### src/rtl/mult_booth.sv
// Signed 32x32 multiplier, radix-2 Booth, one step per clock.
// MULT_EARLY_ZERO_EN: zero operand skips straight to DONE.
module mult_booth (
   input  logic        clk,
   input  logic        Reset,
   input  logic        MultControl,
   input  logic [31:0] AFio,
   input  logic [31:0] BFio,
   output logic [31:0] MultHiFio,
   output logic [31:0] MultLoFio,
   output logic        MultBusy,
   output logic        MultDone
);

   typedef enum logic [1:0] {
      IDLE = 2'd0,
      RUN  = 2'd1,
      DONE = 2'd2
   } state_t;

   state_t      state;
   logic [32:0] m;
   logic [65:0] p;
   logic [4:0]  count;
   logic [32:0] acc;
   logic [65:0] p_step;
   logic        zero_start;

`ifdef MULT_EARLY_ZERO_EN
   assign zero_start = (AFio == 32'd0) || (BFio == 32'd0);
`else
   assign zero_start = 1'b0;
`endif

   assign MultBusy = (state != IDLE);

   // One Booth step: 33-bit add/sub on the upper half, then arithmetic shift.
   always_comb begin
      acc = p[65:33];
      case (p[1:0])
         2'b01:   acc = p[65:33] + m;
         2'b10:   acc = p[65:33] - m;
         default: acc = p[65:33];
      endcase
      p_step = {acc[32], acc, p[32:1]};
   end

   // Control FSM, datapath registers and registered result/done outputs.
   always_ff @(posedge clk) begin
      if (Reset) begin
         state     <= IDLE;
         count     <= 5'd0;
         p         <= 66'd0;
         m         <= 33'd0;
         MultHiFio <= 32'd0;
         MultLoFio <= 32'd0;
         MultDone  <= 1'b0;
      end else begin
         MultDone <= 1'b0;
         case (state)
            IDLE: begin
               if (MultControl) begin
                  m     <= {AFio[31], AFio};
                  count <= 5'd31;
                  if (zero_start) begin
                     p     <= 66'd0;
                     state <= DONE;
                  end else begin
                     p     <= {33'd0, BFio, 1'b0};
                     state <= RUN;
                  end
               end
            end
            RUN: begin
               p <= p_step;
               if (count == 5'd0)
                  state <= DONE;
               else
                  count <= count - 5'd1;
            end
            DONE: begin
               MultHiFio <= p[64:33];
               MultLoFio <= p[32:1];
               MultDone  <= 1'b1;
               state     <= IDLE;
            end
            default: state <= IDLE;
         endcase
      end
   end

endmodule

### config.mk
export PLATFORM = sky130hd
export DESIGN_NAME = mult_booth
export DESIGN_NICKNAME = d
export VERILOG_FILES = /design/src/rtl/mult_booth.sv
export SDC_FILE = /design/constraint.sdc
export NUM_CORES = 1
export LEC_CHECK = 0
export CAP_MARGIN = 15
export CORE_MARGIN = 5
export CORE_UTILIZATION = 49
export CTS_CLUSTER_SIZE = 28
export DETAILED_ROUTE_END_ITERATION = 16
export GPL_ROUTABILITY_DRIVEN = 0
export HOLD_SLACK_MARGIN = 0.15
export PLACE_DENSITY = 0.88
export SKIP_CTS_REPAIR_TIMING = 1
export SYNTH_ARGS = -nofsm -noshare
export SYNTH_HDL_FRONTEND = slang
export SYNTH_SLANG_ARGS = --single-unit
### constraint.sdc
create_clock -name clk -period 3.8 [get_ports clk]
set_input_delay 0.76 -clock clk [delete_from_list [all_inputs] [get_ports clk]]
set_output_delay 0.76 -clock clk [all_outputs]
set_load 0.03 [all_outputs]
==> impl_metrics.json <==
{
  "final_area_sq_mm": 0.0112,
  "drc": 0,
  "hpwlAfterDp_microns": 16500,
  "root_buffer": "clkbuf_16",
  "sw_frac_of_total_pct": 35.3,
  "drtIter0Drc": 806,
  "ant_nets": 0,
  "combPwrFrac_pct": 31.0,
  "grt_pass1_wl_microns": 38300,
  "maxCapViolCount": 0,
  "drtPass1Iterations": 6,
  "placed_cells": 1463,
  "arrival_ns": 4.25,
  "core_sq_mm": 0.0174,
  "ys_seq_elements": 169,
  "fin_worst_skew_ns": 0.00819,
  "pwr-share-seq_pct": 37.6,
  "cts_tree": "yes",
  "die_area_sq_mm": 0.0205,
  "hold_class": "register to register",
  "cts_buffers": 17,
  "dpl_cell_area_sq_mm": 0.0103,
  "violations": "setup timing",
  "powerDensity_mw_per_mm2": 478,
  "ys.flop_type": "dfxtp_1",
  "max_freq_mhz": 255,
  "antenna_cells": 0,
  "post_drt_wl_per_cell_microns": 16.1,
  "routed_wl_microns": 24200,
  "initial_core_util_pct": 50.1,
  "peakVddDrop_mv": 0.339,
  "rsz0062_at_grt": "yes",
  "startpoint_type": "register",
  "layout.nets": 1368,
  "rows": 48,
  "critical_path.endpoint": "p[61]",
  "worstReg2RegStart": "m[6]",
  "die_w_microns": 143,
  "syn_area_per_cell_sq_um": 7.57,
  "vias": 8616,
  "crit_type": "register to register",
  "setup_ws_ns": -0.116,
  "p_int_w": 0.00345,
  "r2r_slack_ns": -0.12,
  "path_max_fanout": 4,
  "layoutNonFillerInstCount": 1502,
  "grt_antenna_before_repair": 0,
  "synth-edff-count": 0,
  "die_h_microns": 143,
  "maxSlewHeadroom_pct": 43.1,
  "startpoint": "m[6]",
  "final_hold_viol_count": 0,
  "ios": 133,
  "outcome": "complete, but fails checks",
  "setup_viol": 6,
  "worst_slew_pin_slew_ns": 0.854,
  "synth_area_sq_mm": 0.00869,
  "switching_power_w": 0.00189,
  "clockBufferDepth": 2,
  "grt_pass1_vias": 7824,
  "leakage_nw": 4.07,
  "grt_max_degree": 88,
  "drive_gt1_share_pct": 10.0,
  "drv_slew": 0,
  "synthCells": 1148,
  "timing.rr.end": "p[61]",
  "ys_types": 60,
  "track_usage_pct": 22.7,
  "r2r_cells": 18,
  "ys_seq_area_share_pct": 38.9,
  "synthToLayoutAreaGrowth_pct": 28.4,
  "yosysWarnings": 0,
  "grt_overflow": 0,
  "critPathCaptureType": "register",
  "syn_nets": 1252,
  "required_ns": 4.13,
  "path_clk_slew_ns": 0.07,
  "vias_per_cell": 5.74,
  "io_buffers": 132,
  "clk_latency_ns": 0.44,
  "clkPwrFrac_pct": 31.3,
  "post-route-min-period_ns": 3.92,
  "min_period_over_period_pct": 103,
  "async_flop_share_pct": 0,
  "cts_sinks": 169,
  "h-tree-depth": 4
}
[sequential cells by signal, summed over array words and instances (netlist names)]
signal and count:
MultDone 1, m 32, count 5, p 65
MultHiFio 32, state 2, MultLoFio 32
[area by class of cell]
| class | count | area (sq um) |
|---|---|---|
| sequential | 169 | 3390 |
| timing repair buffer | 174 | 1670 |
| fill | 1404 | 6190 |
| tap | 225 | 282 |
| clock buffer | 18 | 439 |
| inverter | 23 | 86.3 |
| clock inverter | 14 | 130 |
| multi-input combinational | 879 | 5170 |
[stage by stage]
step           utilization, %  setup TNS (ns)  hold slack (ns)  total power, W  setup slack [ns]
3_3_place_gp             59.5               0            0.441         0.00349             0.119
6_report                 64.3          -0.262            0.454         0.00534            -0.116
3_5_place_dp             59.5         -0.0214            0.446         0.00353           -0.0214
5_1_grt                  64.3           -2.03            0.473         0.00560            -0.307
2_1_floorplan               -               0            0.446         0.00310            0.0510
4_1_cts                  62.8          -0.382            0.455         0.00521            -0.142
[cell usage in the layout, fill, tap and decap left out, drive strengths merged, types with 8 or more instances in the layout]
cell type / Yosys / routed
clkbuf: 61 / 18
nor3: 24 / 24
buf: 16 / 43
xnor2: 48 / 48
clkdlybuf4s50: 0 / 131
a21o: 13 / 13
a21oi: 168 / 168
nand2: 303 / 303
nand3: 21 / 21
dfxtp: 169 / 169
ha: 36 / 36
a31oi: 16 / 16
inv: 23 / 31
a211oi: 8 / 8
a311oi: 34 / 34
a222oi: 10 / 10
nor2: 86 / 86
o21ai: 20 / 20
xor2: 13 / 13
[cell usage after synthesis (all sizes together), types with 3 or more instances]
cell | count | area (sq um)
clkbuf | 61 | 229
and3 | 3 | 18.8
a31oi | 16 | 100
ha | 36 | 450
nand2b | 3 | 18.8
nand2 | 303 | 1140
o22ai | 3 | 18.8
nand4 | 5 | 31.3
nor4 | 5 | 31.3
dfxtp | 169 | 3380
xnor2 | 48 | 420
inv | 23 | 86.3
a21oi | 168 | 845
mux2i | 4 | 40.0
nand3 | 21 | 110
a21o | 13 | 97.6
a2111oi | 5 | 56.3
o21ai | 20 | 104
o21a | 4 | 30.0
buf | 16 | 68.8
a211oi | 8 | 60.1
a222oi | 10 | 100
nor2 | 86 | 323
xor2 | 13 | 114
o21bai | 6 | 48.8
nor2b | 7 | 43.8
a311oi | 34 | 298
and2 | 3 | 18.8
nor3 | 24 | 120
or3 | 5 | 31.3
[critical path: stages (launching register included)]
cell,delay [ns]
dfxtp_2,0.33
nor3_4,0.20
nand2b_1,0.11
nor3_2,0.25
buf_4,0.16
nand2_2,0.07
nor2_1,0.13
nor2_1,0.07
xnor2_1,0.22
ha_1,0.32
a21oi_1,0.23
o21ai_0,0.22
a31oi_2,0.26
o311a_1,0.24
o21ai_4,0.08
a221oi_4,0.35
o21bai_2,0.13
xnor2_1,0.15
a2111oi_2,0.29
[power by group through the flow]
stage                     registers (W)  logic, W  clock network, W
final                           0.00201   0.00166           0.00167
after global routing            0.00202   0.00181           0.00177
after CTS                       0.00200   0.00151           0.00170
after detailed placement        0.00204   0.00150                 0
after global placement          0.00203   0.00146                 0
after floorplan                 0.00201   0.00109                 0
[logic make-up (layout without fill, tap and decap cells)]
family,Yosys count,after routing,share of synthesized area [%]
fa+ha+maj,37,37,5.41
mux,4,4,0.461
flops,169,169,38.9
simple gates,473,473,22.4
compound gates,304,304,22.2
xor+xnor,61,61,6.14
buf+inv,100,229,4.42
[layer usage]
metal	global-route usage, %	up-vias	wire length (microns)
li1	-	4220	-
met1	31.1	3967	10600
met2	35.9	371	11100
met3	4.22	58	1920
met4	7.95	0	582
met5	0	-	0
[worst min path at each step]
stage	depth (start not counted)	startpoint	end
CTS	2	MultHiFio[29]	MultHiFio[29]
global route	2	MultHiFio[18]	MultHiFio[18]
detailed placement	2	MultHiFio[29]	MultHiFio[29]
finish	2	MultHiFio[17]	MultHiFio[17]
global placement	2	MultLoFio[26]	MultLoFio[26]
floorplan	2	p[2]	MultLoFio[1]
Power figures use the tool's default switching activity.
